===== config.mk =====
export PLATFORM = sky130hd
export DESIGN_NAME = hangman_engine
export DESIGN_NICKNAME = d
export VERILOG_FILES = /design/src/rtl/hangman_pkg.sv /design/src/rtl/letter_scanner.sv /design/src/rtl/hangman_engine.sv
export SDC_FILE = /design/constraint.sdc
export NUM_CORES = 1
export LEC_CHECK = 0
export BUFFER_PORTS_ARGS = -buffer_cell sky130_fd_sc_hd__buf_2
export CORE_MARGIN = 2
export CORE_UTILIZATION = 65
export DETAILED_ROUTE_END_ITERATION = 8
export HOLD_SLACK_MARGIN = 0.05
export PLACE_DENSITY = 0.84
export RECOVER_POWER = 25
export SYNTH_ARGS = -nofsm -noshare
export SYNTH_HDL_FRONTEND = slang
export SYNTH_HIERARCHICAL = 1
export SYNTH_SLANG_ARGS = --single-unit

===== constraint.sdc =====
create_clock -name clk -period 26.8 [get_ports clk]
set_clock_uncertainty 0.1 [all_clocks]
set_input_delay 4.02 -clock clk [delete_from_list [all_inputs] [get_ports clk]]
set_output_delay 4.02 -clock clk [all_outputs]
set_load 0.02 [all_outputs]

===== src/rtl/hangman_pkg.sv =====
// Shared definitions for the hangman engine: FSM state encoding and the
// default word length, mistake limit and character width.
package hangman_pkg;

  localparam int unsigned WORD_LEN_DEF     = 5;
  localparam int unsigned MAX_MISTAKES_DEF = 6;
  localparam int unsigned CHAR_W_DEF       = 8;

  typedef enum logic [2:0] {
    ST_IDLE       = 3'd0,
    ST_WAIT_GUESS = 3'd1,
    ST_SCAN       = 3'd2,
    ST_UPDATE     = 3'd3,
    ST_WIN        = 3'd4,
    ST_LOSE       = 3'd5
  } state_t;

endpackage


===== src/rtl/letter_scanner.sv =====
// Sequential letter comparator: after start, compares guess against one
// letter of word per cycle (letter 0 first) and accumulates a match mask.
// Ports:
//   clk, rst     - clock, async active-high reset
//   clr          - synchronous abort (drops any scan in progress)
//   start        - begin a new scan on the next cycle
//   word, guess  - secret word (letter 0 in MSBs) and guessed character
//   done         - high during the last compare cycle
//   mask         - match mask including the current compare (final when done)
module letter_scanner #(
  parameter int unsigned WORD_LEN = 5,
  parameter int unsigned CHAR_W   = 8
) (
  input  logic                         clk,
  input  logic                         rst,
  input  logic                         clr,
  input  logic                         start,
  input  logic [WORD_LEN*CHAR_W-1:0]   word,
  input  logic [CHAR_W-1:0]            guess,
  output logic                         done,
  output logic [WORD_LEN-1:0]          mask
);

  localparam int unsigned IDX_W = (WORD_LEN > 1) ? $clog2(WORD_LEN) : 1;

  logic                active_q, active_d;
  logic [IDX_W-1:0]    idx_q, idx_d;
  logic [WORD_LEN-1:0] mask_q, mask_d;
  logic [CHAR_W-1:0]   letter_c;
  logic                match_c;

  // Select the letter under the index; letter 0 sits in the MSBs.
  always_comb begin
    letter_c = '0;
    for (int i = 0; i < int'(WORD_LEN); i++) begin
      if (idx_q == IDX_W'(i)) begin
        letter_c = word[(int'(WORD_LEN) - 1 - i) * int'(CHAR_W) +: CHAR_W];
      end
    end
  end

  assign match_c = active_q && (letter_c == guess);
  assign done    = active_q && (idx_q == IDX_W'(WORD_LEN - 1));
  assign mask    = mask_q | (match_c ? (WORD_LEN'(1) << idx_q) : '0);

  // Index counter and mask accumulator.
  always_comb begin
    active_d = active_q;
    idx_d    = idx_q;
    mask_d   = mask_q;
    if (clr) begin
      active_d = 1'b0;
      idx_d    = '0;
      mask_d   = '0;
    end else if (start) begin
      active_d = 1'b1;
      idx_d    = '0;
      mask_d   = '0;
    end else if (active_q) begin
      mask_d = mask;
      if (done) begin
        active_d = 1'b0;
        idx_d    = '0;
      end else begin
        idx_d = idx_q + IDX_W'(1);
      end
    end
  end

  always_ff @(posedge clk or posedge rst) begin
    if (rst) begin
      active_q <= 1'b0;
      idx_q    <= '0;
      mask_q   <= '0;
    end else begin
      active_q <= active_d;
      idx_q    <= idx_d;
      mask_q   <= mask_d;
    end
  end

endmodule


===== src/rtl/hangman_engine.sv =====
// Hangman game engine: holds a secret word, scans each accepted guess one
// letter per cycle, then reports hit / miss / repeat and tracks win / lose.
// Ports:
//   clk, rst                 - clock, async active-high reset
//   word_in, word_load       - secret word and load strobe (IDLE only)
//   new_game                 - synchronous abort to IDLE, overrides all
//   guess, guess_valid       - guess handshake; guess_ready accepts
//   revealed, hits, mistakes - uncovered letters, their count, misses
//   last_hit/last_miss/repeat_guess - one-cycle verdicts during UPDATE
//   win, lose                - terminal levels
//   busy, game_rdy           - SCAN/UPDATE active, engine in IDLE
module hangman_engine
  import hangman_pkg::*;
#(
  parameter int unsigned WORD_LEN     = WORD_LEN_DEF,
  parameter int unsigned MAX_MISTAKES = MAX_MISTAKES_DEF,
  parameter int unsigned CHAR_W       = CHAR_W_DEF
) (
  input  logic                               clk,
  input  logic                               rst,
  input  logic [WORD_LEN*CHAR_W-1:0]         word_in,
  input  logic                               word_load,
  input  logic                               new_game,
  input  logic [CHAR_W-1:0]                  guess,
  input  logic                               guess_valid,
  output logic                               guess_ready,
  output logic [WORD_LEN-1:0]                revealed,
  output logic [$clog2(WORD_LEN+1)-1:0]      hits,
  output logic [$clog2(MAX_MISTAKES+1)-1:0]  mistakes,
  output logic                               last_hit,
  output logic                               last_miss,
  output logic                               repeat_guess,
  output logic                               win,
  output logic                               lose,
  output logic                               busy,
  output logic                               game_rdy
);

  localparam int unsigned HIT_W  = $clog2(WORD_LEN + 1);
  localparam int unsigned MIS_W  = $clog2(MAX_MISTAKES + 1);
  localparam int unsigned USED_N = 1 << CHAR_W;

  state_t                      state_q, state_d;
  logic [WORD_LEN*CHAR_W-1:0]  word_q, word_d;
  logic [CHAR_W-1:0]           guess_q, guess_d;
  logic [WORD_LEN-1:0]         revealed_q, revealed_d;
  logic [MIS_W-1:0]            mistakes_q, mistakes_d;
  logic [USED_N-1:0]           used_q, used_d;
  logic                        hit_q, hit_d, miss_q, miss_d, rep_q, rep_d;
  logic                        guess_ready_q, guess_ready_d;
  logic                        busy_q, busy_d;
  logic                        game_rdy_q, game_rdy_d;
  logic                        win_q, win_d, lose_q, lose_d;
  logic [WORD_LEN-1:0]         pad_c;
  logic [HIT_W-1:0]            hits_c;
  logic                        scan_start_c, scan_done;
  logic [WORD_LEN-1:0]         scan_mask;

  assign scan_start_c = (state_q == ST_WAIT_GUESS) && guess_valid && !new_game;

  letter_scanner #(
    .WORD_LEN (WORD_LEN),
    .CHAR_W   (CHAR_W)
  ) u_scanner (
    .clk   (clk),
    .rst   (rst),
    .clr   (new_game),
    .start (scan_start_c),
    .word  (word_q),
    .guess (guess_q),
    .done  (scan_done),
    .mask  (scan_mask)
  );

  // Zero (padding) letters of the incoming word are revealed at load.
  always_comb begin
    pad_c = '0;
    for (int i = 0; i < int'(WORD_LEN); i++) begin
      pad_c[i] = (word_in[(int'(WORD_LEN) - 1 - i) * int'(CHAR_W) +: CHAR_W] == '0);
    end
  end

  // State register.
  always_ff @(posedge clk or posedge rst) begin
    if (rst) state_q <= ST_IDLE;
    else     state_q <= state_d;
  end

  // Next-state logic; new_game wins over everything.
  always_comb begin
    state_d = state_q;
    case (state_q)
      ST_IDLE:       if (word_load)   state_d = ST_WAIT_GUESS;
      ST_WAIT_GUESS: if (guess_valid) state_d = ST_SCAN;
      ST_SCAN:       if (scan_done)   state_d = ST_UPDATE;
      ST_UPDATE: begin
        if (&revealed_q)                              state_d = ST_WIN;
        else if (mistakes_q == MIS_W'(MAX_MISTAKES))  state_d = ST_LOSE;
        else                                          state_d = ST_WAIT_GUESS;
      end
      ST_WIN:        state_d = ST_WIN;
      ST_LOSE:       state_d = ST_LOSE;
      default:       state_d = ST_IDLE;
    endcase
    if (new_game) state_d = ST_IDLE;
  end

  // Status outputs decoded from the next state so they register in step
  // with the state register.
  always_comb begin
    guess_ready_d = (state_d == ST_WAIT_GUESS);
    busy_d        = (state_d == ST_SCAN) || (state_d == ST_UPDATE);
    game_rdy_d    = (state_d == ST_IDLE);
    win_d         = (state_d == ST_WIN);
    lose_d        = (state_d == ST_LOSE);
  end

  // Game datapath. The verdict is resolved on the last scan cycle so the
  // pulse and the updated counters are both visible during UPDATE.
  always_comb begin
    word_d     = word_q;
    guess_d    = guess_q;
    revealed_d = revealed_q;
    mistakes_d = mistakes_q;
    used_d     = used_q;
    hit_d      = 1'b0;
    miss_d     = 1'b0;
    rep_d      = 1'b0;
    if (new_game) begin
      revealed_d = '0;
      mistakes_d = '0;
      used_d     = '0;
    end else begin
      case (state_q)
        ST_IDLE: begin
          if (word_load) begin
            word_d     = word_in;
            revealed_d = pad_c;
            mistakes_d = '0;
            used_d     = '0;
          end
        end
        ST_WAIT_GUESS: begin
          if (guess_valid) guess_d = guess;
        end
        ST_SCAN: begin
          if (scan_done) begin
            if (used_q[guess_q]) begin
              rep_d = 1'b1;
            end else if (|(scan_mask & ~revealed_q)) begin
              hit_d      = 1'b1;
              revealed_d = revealed_q | scan_mask;
            end else begin
              miss_d = 1'b1;
              if (mistakes_q < MIS_W'(MAX_MISTAKES)) mistakes_d = mistakes_q + MIS_W'(1);
            end
            used_d[guess_q] = 1'b1;
          end
        end
        default: ;
      endcase
    end
  end

  always_ff @(posedge clk or posedge rst) begin
    if (rst) begin
      word_q        <= '0;
      guess_q       <= '0;
      revealed_q    <= '0;
      mistakes_q    <= '0;
      used_q        <= '0;
      hit_q         <= 1'b0;
      miss_q        <= 1'b0;
      rep_q         <= 1'b0;
      guess_ready_q <= 1'b0;
      busy_q        <= 1'b0;
      game_rdy_q    <= 1'b1;
      win_q         <= 1'b0;
      lose_q        <= 1'b0;
    end else begin
      word_q        <= word_d;
      guess_q       <= guess_d;
      revealed_q    <= revealed_d;
      mistakes_q    <= mistakes_d;
      used_q        <= used_d;
      hit_q         <= hit_d;
      miss_q        <= miss_d;
      rep_q         <= rep_d;
      guess_ready_q <= guess_ready_d;
      busy_q        <= busy_d;
      game_rdy_q    <= game_rdy_d;
      win_q         <= win_d;
      lose_q        <= lose_d;
    end
  end

  // Popcount of the revealed mask.
  always_comb begin
    hits_c = '0;
    for (int i = 0; i < int'(WORD_LEN); i++) begin
      hits_c = hits_c + HIT_W'(revealed_q[i]);
    end
  end

  assign guess_ready  = guess_ready_q;
  assign revealed     = revealed_q;
  assign hits         = hits_c;
  assign mistakes     = mistakes_q;
  assign last_hit     = hit_q;
  assign last_miss    = miss_q;
  assign repeat_guess = rep_q;
  assign win          = win_q;
  assign lose         = lose_q;
  assign busy         = busy_q;
  assign game_rdy     = game_rdy_q;

endmodule


==> impl_metrics.yaml, run 1 <==
routing:
  postRouteAntennaNets: 0
  drc: 0
  drt_iter0_drc: 1528
  drt_wl_total_um: 40000
  dr_total_vias: 11900
  via_per_inst: 6.63
  wl_per_cell_um: 22.4
  first_pass_iters: 8
placed_design:
  pre_cts_slack_ps: 19230
  hpwl_um: 23300
  io_buffers: 71
  placed_area_mm2: 0.0160
  gp_congestion: 0.864
grt:
  grtUsageTotal_pct: 33.2
  antenna_found_initial: 0
  grt_max_degree: 116
  grt_pass1_wl_um: 63800
  grt_overflow_total: 0
  grt_pass1_vias: 12000
clock_network:
  htree_levels: 2
  cts_tree: "done"
  clk_latency_ps: 510
  clock_path_buffers: 3
  cts_setup_buffers: 0
  cts_sinks: 332
  cts_resized: 0
  cts.clk_slew.worst_paths_ps: 60
  cts_root_buffer: "clkbuf_16"
  ctsHoldBuffers: 0
  cts_buffers: 36
power_and_ir_drop:
  switching_share_pct: 31.4
  p_int_mw: 0.871
  ir_drop_uv: 50.7
  p_seq_share_pct: 44.3
  power_frac_comb_pct: 20.4
  switching_power_mw: 0.398
  power_mw: 1.27
  p_per_area_mw_per_mm2: 74.9
  p_leak_nw: 7.42
  power_frac_clock_pct: 35.3
status:
  violations: "max-capacitance violations, max-slew violations"
  outcome: "finished, violations left"
logic_synthesis:
  synth_top_area_share_pct: 53.7
  synth_area_leaders: "dfrtp_1, a21oi_1, mux4_2"
  netlist.top_cell.by_area: "dfrtp_1"
  syn_nets: 1489
  postSynthCellCount: 1425
  synth-warning-count: 6
  synth_edf_count: 0
  ys.flop_type: "dfrtp_1"
  synth_most_common_cell: "dfrtp_1"
  synth_seq_cells: 332
  syn_avg_cell_area_um2: 10.8
  async_flop_share_pct: 100
  ys_seq_area_share_pct: 53.9
  synth_commonest_cells: "dfrtp_1, nor2_1, a21oi_1"
  synth_cell_types: 71
  syn_area_mm2: 0.0154
timing:
  layout_setup_ws_ps: 17100
  tns_ps: 0
  drv_slew: 248
  slew_headroom_pct: -237
  whs_ps: 391
  timing.final.crit_share_pct: 36.2
  fmax_ghz: 0.103
  rsz0062_at_grt: "no"
  min_period_ps: 9700
  hold_violations: 0
  setup_viol: 0
  worst_pin_slew_ps: 5030
setup_path:
  start_kind: "input pin"
  ff2ff_path_depth: 6
  crit_top_cell: "clkbuf_1"
  ff2ff_setup_slack_ps: 20410
  slowest_stage: "clkinvlp_2"
  reg2reg_to: "used_q[80]"
  crit_type: "input pin to async pin"
  cp_slowest_stage_delay_ps: 2770
  path_cells: "clkbuf_1 -> clkinvlp_2 -> clkbuf_1"
  worst_ep_arrival_time_ps: 9480
  reg2reg_from: "state_q[1]"
  required_ps: 26580
  path_max_fanout: 115
  endpoint_kind: "async pin"
hold_path:
  min_to: "used_q[235]"
  min_path_type: "flip-flop to flip-flop"
  hp-start: "used_q[235]"
  whs_path_depth: 2
final_layout:
  final_cell_area_mm2: 0.0169
  area_growth_pct: 9.76
  final_layout_size_suffix_gt1_share_pct: 19.2
  antenna_cells: 0
  fillers: 1614
  nets: 1516
floorplan:
  start_util_pct: 65.9
  die_area_mm2: 0.0250
  die_x_um: 158
  core-area_mm2: 0.0234
  fp-row-count: 56
  ioPinCount: 72
  die_h_um: 158
job:
  cap_viol_max_count: 3
worst max path at each step:
| stage | start | endpoint | cells after the start |
|---|---|---|---|
| floorplan | rst | busy | 1 |
| global placement | word_load | used_q[81] | 7 |
| detailed placement | word_load | used_q[16] | 7 |
| CTS | word_load | used_q[193] | 7 |
| global route | rst | used_q[45] | 3 |
| finish | rst | used_q[136] | 3 |
logic make-up after synthesis:
| logic type | count (synthesis) | share of synthesized area (%) |
|---|---|---|
| buffers and inverters | 144 | 4.31 |
| multiplexers | 136 | 14.3 |
| flip-flops | 332 | 53.9 |
| XOR/XNOR | 4 | 0.227 |
| adder cells (fa/ha/maj) | 11 | 0.989 |
| AO/OA/AOI/OAI | 360 | 13.8 |
| AND/OR/NAND/NOR | 438 | 12.5 |
area by class of cell:
type                       instances  area [um^2]  area share [%]
sequential                       332         8320            49.1
multi-input combinational        949         6520            38.5
clock buffer                      49         1000            5.91
timing repair buffer             100          543            3.21
tap                              319          399            2.36
inverter                          33          125           0.739
clock inverter                     5         28.8           0.170
registers in the layout, indices dropped and copies added (netlist names):
signal and cells:
used_q 256, word_q 40, guess_q 8, revealed 5, u_scanner/mask_q 5, mistakes 3
state_q 3, u_scanner/idx_q 3, busy 1, game_rdy 1, guess_ready 1, last_hit 1
last_miss 1, lose 1, repeat_guess 1, u_scanner/active_q 1, win 1
per-stage QoR:
stage,utilization [%],cells
3_5_place_dp,68.2,1733
3_3_place_gp,68.2,1733
6_report,72.4,1787
5_1_grt,72.4,1787
2_1_floorplan,-,1425
4_1_cts,72.6,1787
worst max-delay path, delay by kind of cell:
family | cells | cell delay [ps]
buffers and inverters | 3 | 5320
placed cells by master (no fill, tap or decap), drive strengths merged, types with 3 or more instances in the layout:
cell and instances:
dfrtp 331, o41ai 4, mux2 56, xnor2 4, or3 4, mux4 62, clkinv 5, o32ai 3
ha 9, clkbuf 67, a221oi 6, o221ai 5, o311ai 3, nor2 303, o21ai 11, or2 10
and2 3, a211oi 6, a32oi 5, and3 7, a22oi 5, nand2b 17, nor4 11, o22ai 10
nor3b 4, o31ai 3, nand3 7, and3b 3, mux2i 18, buf 82, nand3b 6, nor3 21
nor2b 4, nand2 31, a21oi 281, a221o 3, inv 32
layer usage:
metal	GRT usage, %	vias to the layer above	wire length, um	share of wire [%]
met4	16.4	0	1990	5.0
met2	51.8	709	18800	47
met1	44.8	5920	15500	39
met3	7.31	175	3720	9.3
li1	-	5052	-	-
met5	0	-	0	0
power by group through the flow:
stage / clock (mW) / sequential (mW) / combinational, mW
finish: 0.448 / 0.562 / 0.259
global route: 0.474 / 0.565 / 0.273
CTS: 0.453 / 0.561 / 0.254
detailed placement: 0 / 0.569 / 0.252
global placement: 0 / 0.568 / 0.247
floorplan: 0 / 0.543 / 0.204
(Power assumes the default switching activity.)
==> run 2, diff against run 1 <==
CORE_UTILIZATION = 62   (was 65)
PLACE_DENSITY = 0.8   (was 0.84)
clock period = 10.1 ns   (was 26.8 ns; I/O delays follow)
==> run 2 against run 1 <==
  * The flow still finishes with violations (max-capacitance violations, max-slew violations)
  * Sequential power rose to 2.7 times the previous value
  * Sequential cell count unchanged
  * Combinational power rose to 2.7 times the previous value
  * Via count is 1.5% lower
  * Utilization is 2.3 points lower
  * Cell area increased by 0.95%
  * Register-to-register slack lost 15000 ps
  * Clock-buffer cell count is 4 higher
  * Final cell count increased by 0.78%
  * Largest cell class unchanged
==> impl_metrics.yaml, run 2 (same netlist as run 1, synthesis figures left out) <==
setup_path:
  worst_ep_arrival_time_ps: 4820
  cp_top_family: "buffers and inverters"
  path_cells: "clkbuf_1 -> clkinvlp_4 -> clkbuf_2"
  required_ps: 8860
  start_kind: "input pin"
  reg2reg_to: "mistakes[2]"
  critPathBufInv: 3
  crit_type: "input pin to async pin"
  cp_slowest_stage_delay_ps: 3080
  reg2reg_from: "u_scanner/idx_q[0]"
  ff2ff_path_depth: 14
  endpoint_kind: "async pin"
  ff2ff_setup_slack_ps: 5620
  slowest_stage: "clkbuf_2"
  path_max_fanout: 192
timing:
  worst_pin_slew_ps: 4660
  setup_viol: 0
  drv_slew: 259
  min_period_ps: 6060
  fmax_ghz: 0.165
  slew_headroom_pct: -210
  timing.final.crit_share_pct: 60.0
  rsz0062_at_grt: "no"
  tns_ps: 0
  hold_violations: 0
placed_design:
  io_buffers: 71
  hpwl_um: 23500
  gp_congestion: 0.850
routing:
  drc: 0
  postRouteAntennaNets: 0
  drt_iter0_drc: 1446
  drt_wl_total_um: 40000
  via_per_inst: 6.48
  first_pass_iters: 5
  dr_total_vias: 11700
  wl_per_cell_um: 22.2
final_layout:
  most-common-layout-cells: "dfrtp_1, nor2_1, a21oi_1, buf_2, mux4_2"
  largest_reg_flops: 256
  fillers: 1737
  antenna_cells: 0
  final_util_pct: 70.1
  multi_input_area_mm2: 0.00654
  area_growth_pct: 10.8
  largestRegisters: "used_q x256, word_q x40, guess_q x8"
  nets: 1515
  regMostFlops: "used_q"
  final_layout_size_suffix_gt1_share_pct: 20.6
  register_area_mm2: 0.00832
  final_common_cell: "dfrtp_1"
power_and_ir_drop:
  switching_share_pct: 31.1
  power_frac_clock_pct: 37.0
  p_seq_share_pct: 42.9
  power_mw: 3.46
  p_per_area_mw_per_mm2: 203
  p_int_mw: 2.39
  switching_power_mw: 1.08
  power_frac_comb_pct: 20.1
  ir_drop_uv: 174
  p_leak_nw: 7.55
clock_network:
  cts.clk_slew.worst_paths_ps: 60
  clk_latency_ps: 510
  cts_setup_buffers: 0
  clock_path_buffers: 3
  cts_tree: "done"
  cts_root_buffer: "clkbuf_16"
  ctsHoldBuffers: 0
  htree_levels: 2
  cts_buffers: 35
  cts_sinks: 332
  cts_resized: 0
floorplan:
  ioPinCount: 72
  die_h_um: 162
  core-area_mm2: 0.0244
  die_x_um: 162
  die_area_mm2: 0.0262
  start_util_pct: 63.3
  fp-row-count: 57
hold_path:
  hp-start: "u_scanner/mask_q[3]"
  min_path_type: "flip-flop to flip-flop"
  whs_path_depth: 2
  min_to: "u_scanner/mask_q[3]"
status:
  violations: "max-capacitance violations, max-slew violations"
  outcome: "finished, violations left"
grt:
  grtUsageTotal_pct: 31.2
  grt_max_degree: 260
  antenna_found_initial: 0
  grt_pass1_wl_um: 63700
  grt_overflow_total: 0
  grt_pass1_vias: 11600
job:
  cap_viol_max_count: 2
## run 2: cell count changes in the layout (fill, tap and decap cells not counted), moves of 2 or more
cell,change
clkbuf_8,+2
clkbuf_1,-12
bufinv_16,+2
clkinv_2,+4
buf_2,+13
## run 2: area by class of cell
type,count,area share [%]
flip-flops and latches,332,48.6
multi-input cells,949,38.2
clock buffers,53,6.06
repair buffers,100,3.35
well taps,324,2.37
inverters,33,0.747
clock inverters,10,0.586
## run 2: layer usage
metal  GRT usage, %  vias up  wire length [um]
li1               -     5069                 -
met4           10.6        0              1300
met5              0        -                 0
met3           5.75      109              3670
met2           49.6      628             18800
met1           44.4     5873             16200
## run 2: worst reg2reg max path, stage by stage, from the launching register on
cell and delay (ps):
dfrtp_1 420, inv_1 130, ha_1 480, nand2_1 380
and3_1 300, a211oi_1 290, o221ai_1 150, or3_1 620
o41ai_2 360, inv_1 120, o221ai_1 440, nand2b_1 220
nor2_1 60, a21oi_1 190, nor3_2 60
## run 2: worst max path at each step
stage                                  start           to  slack (ps)  depth (start not counted)
after global placement    u_scanner/idx_q[0]  mistakes[2]        5960                         14
final                                    rst   guess_q[1]        4040                          3
after CTS                 u_scanner/idx_q[0]  mistakes[2]        5660                         14
after floorplan                          rst         busy        4180                          1
after detailed placement  u_scanner/idx_q[0]  mistakes[2]        5700                         14
after global routing                     rst   guess_q[1]        2820                          3
## run 2: metrics by stage
stage / setup slack (ps) / std cells / hold slack [ps] / area (um^2)
2_1_floorplan: 4180 / 1425 / 348 / 15400
3_3_place_gp: 5960 / 1738 / 361 / 16000
3_5_place_dp: 5700 / 1738 / 370 / 16000
4_1_cts: 5660 / 1801 / 383 / 17100
5_1_grt: 2820 / 1801 / 409 / 17100
6_report: 4040 / 1801 / 389 / 17100
## run 2: power by group through the flow
| stage | registers (mW) | logic, mW | clock network, mW |
|---|---|---|---|
| 2_1_floorplan | 1.44 | 0.542 | 0 |
| 3_3_place_gp | 1.50 | 0.673 | 0 |
| 3_5_place_dp | 1.50 | 0.683 | 0 |
| 4_1_cts | 1.48 | 0.687 | 1.29 |
| 5_1_grt | 1.49 | 0.736 | 1.34 |
| 6_report | 1.49 | 0.697 | 1.28 |
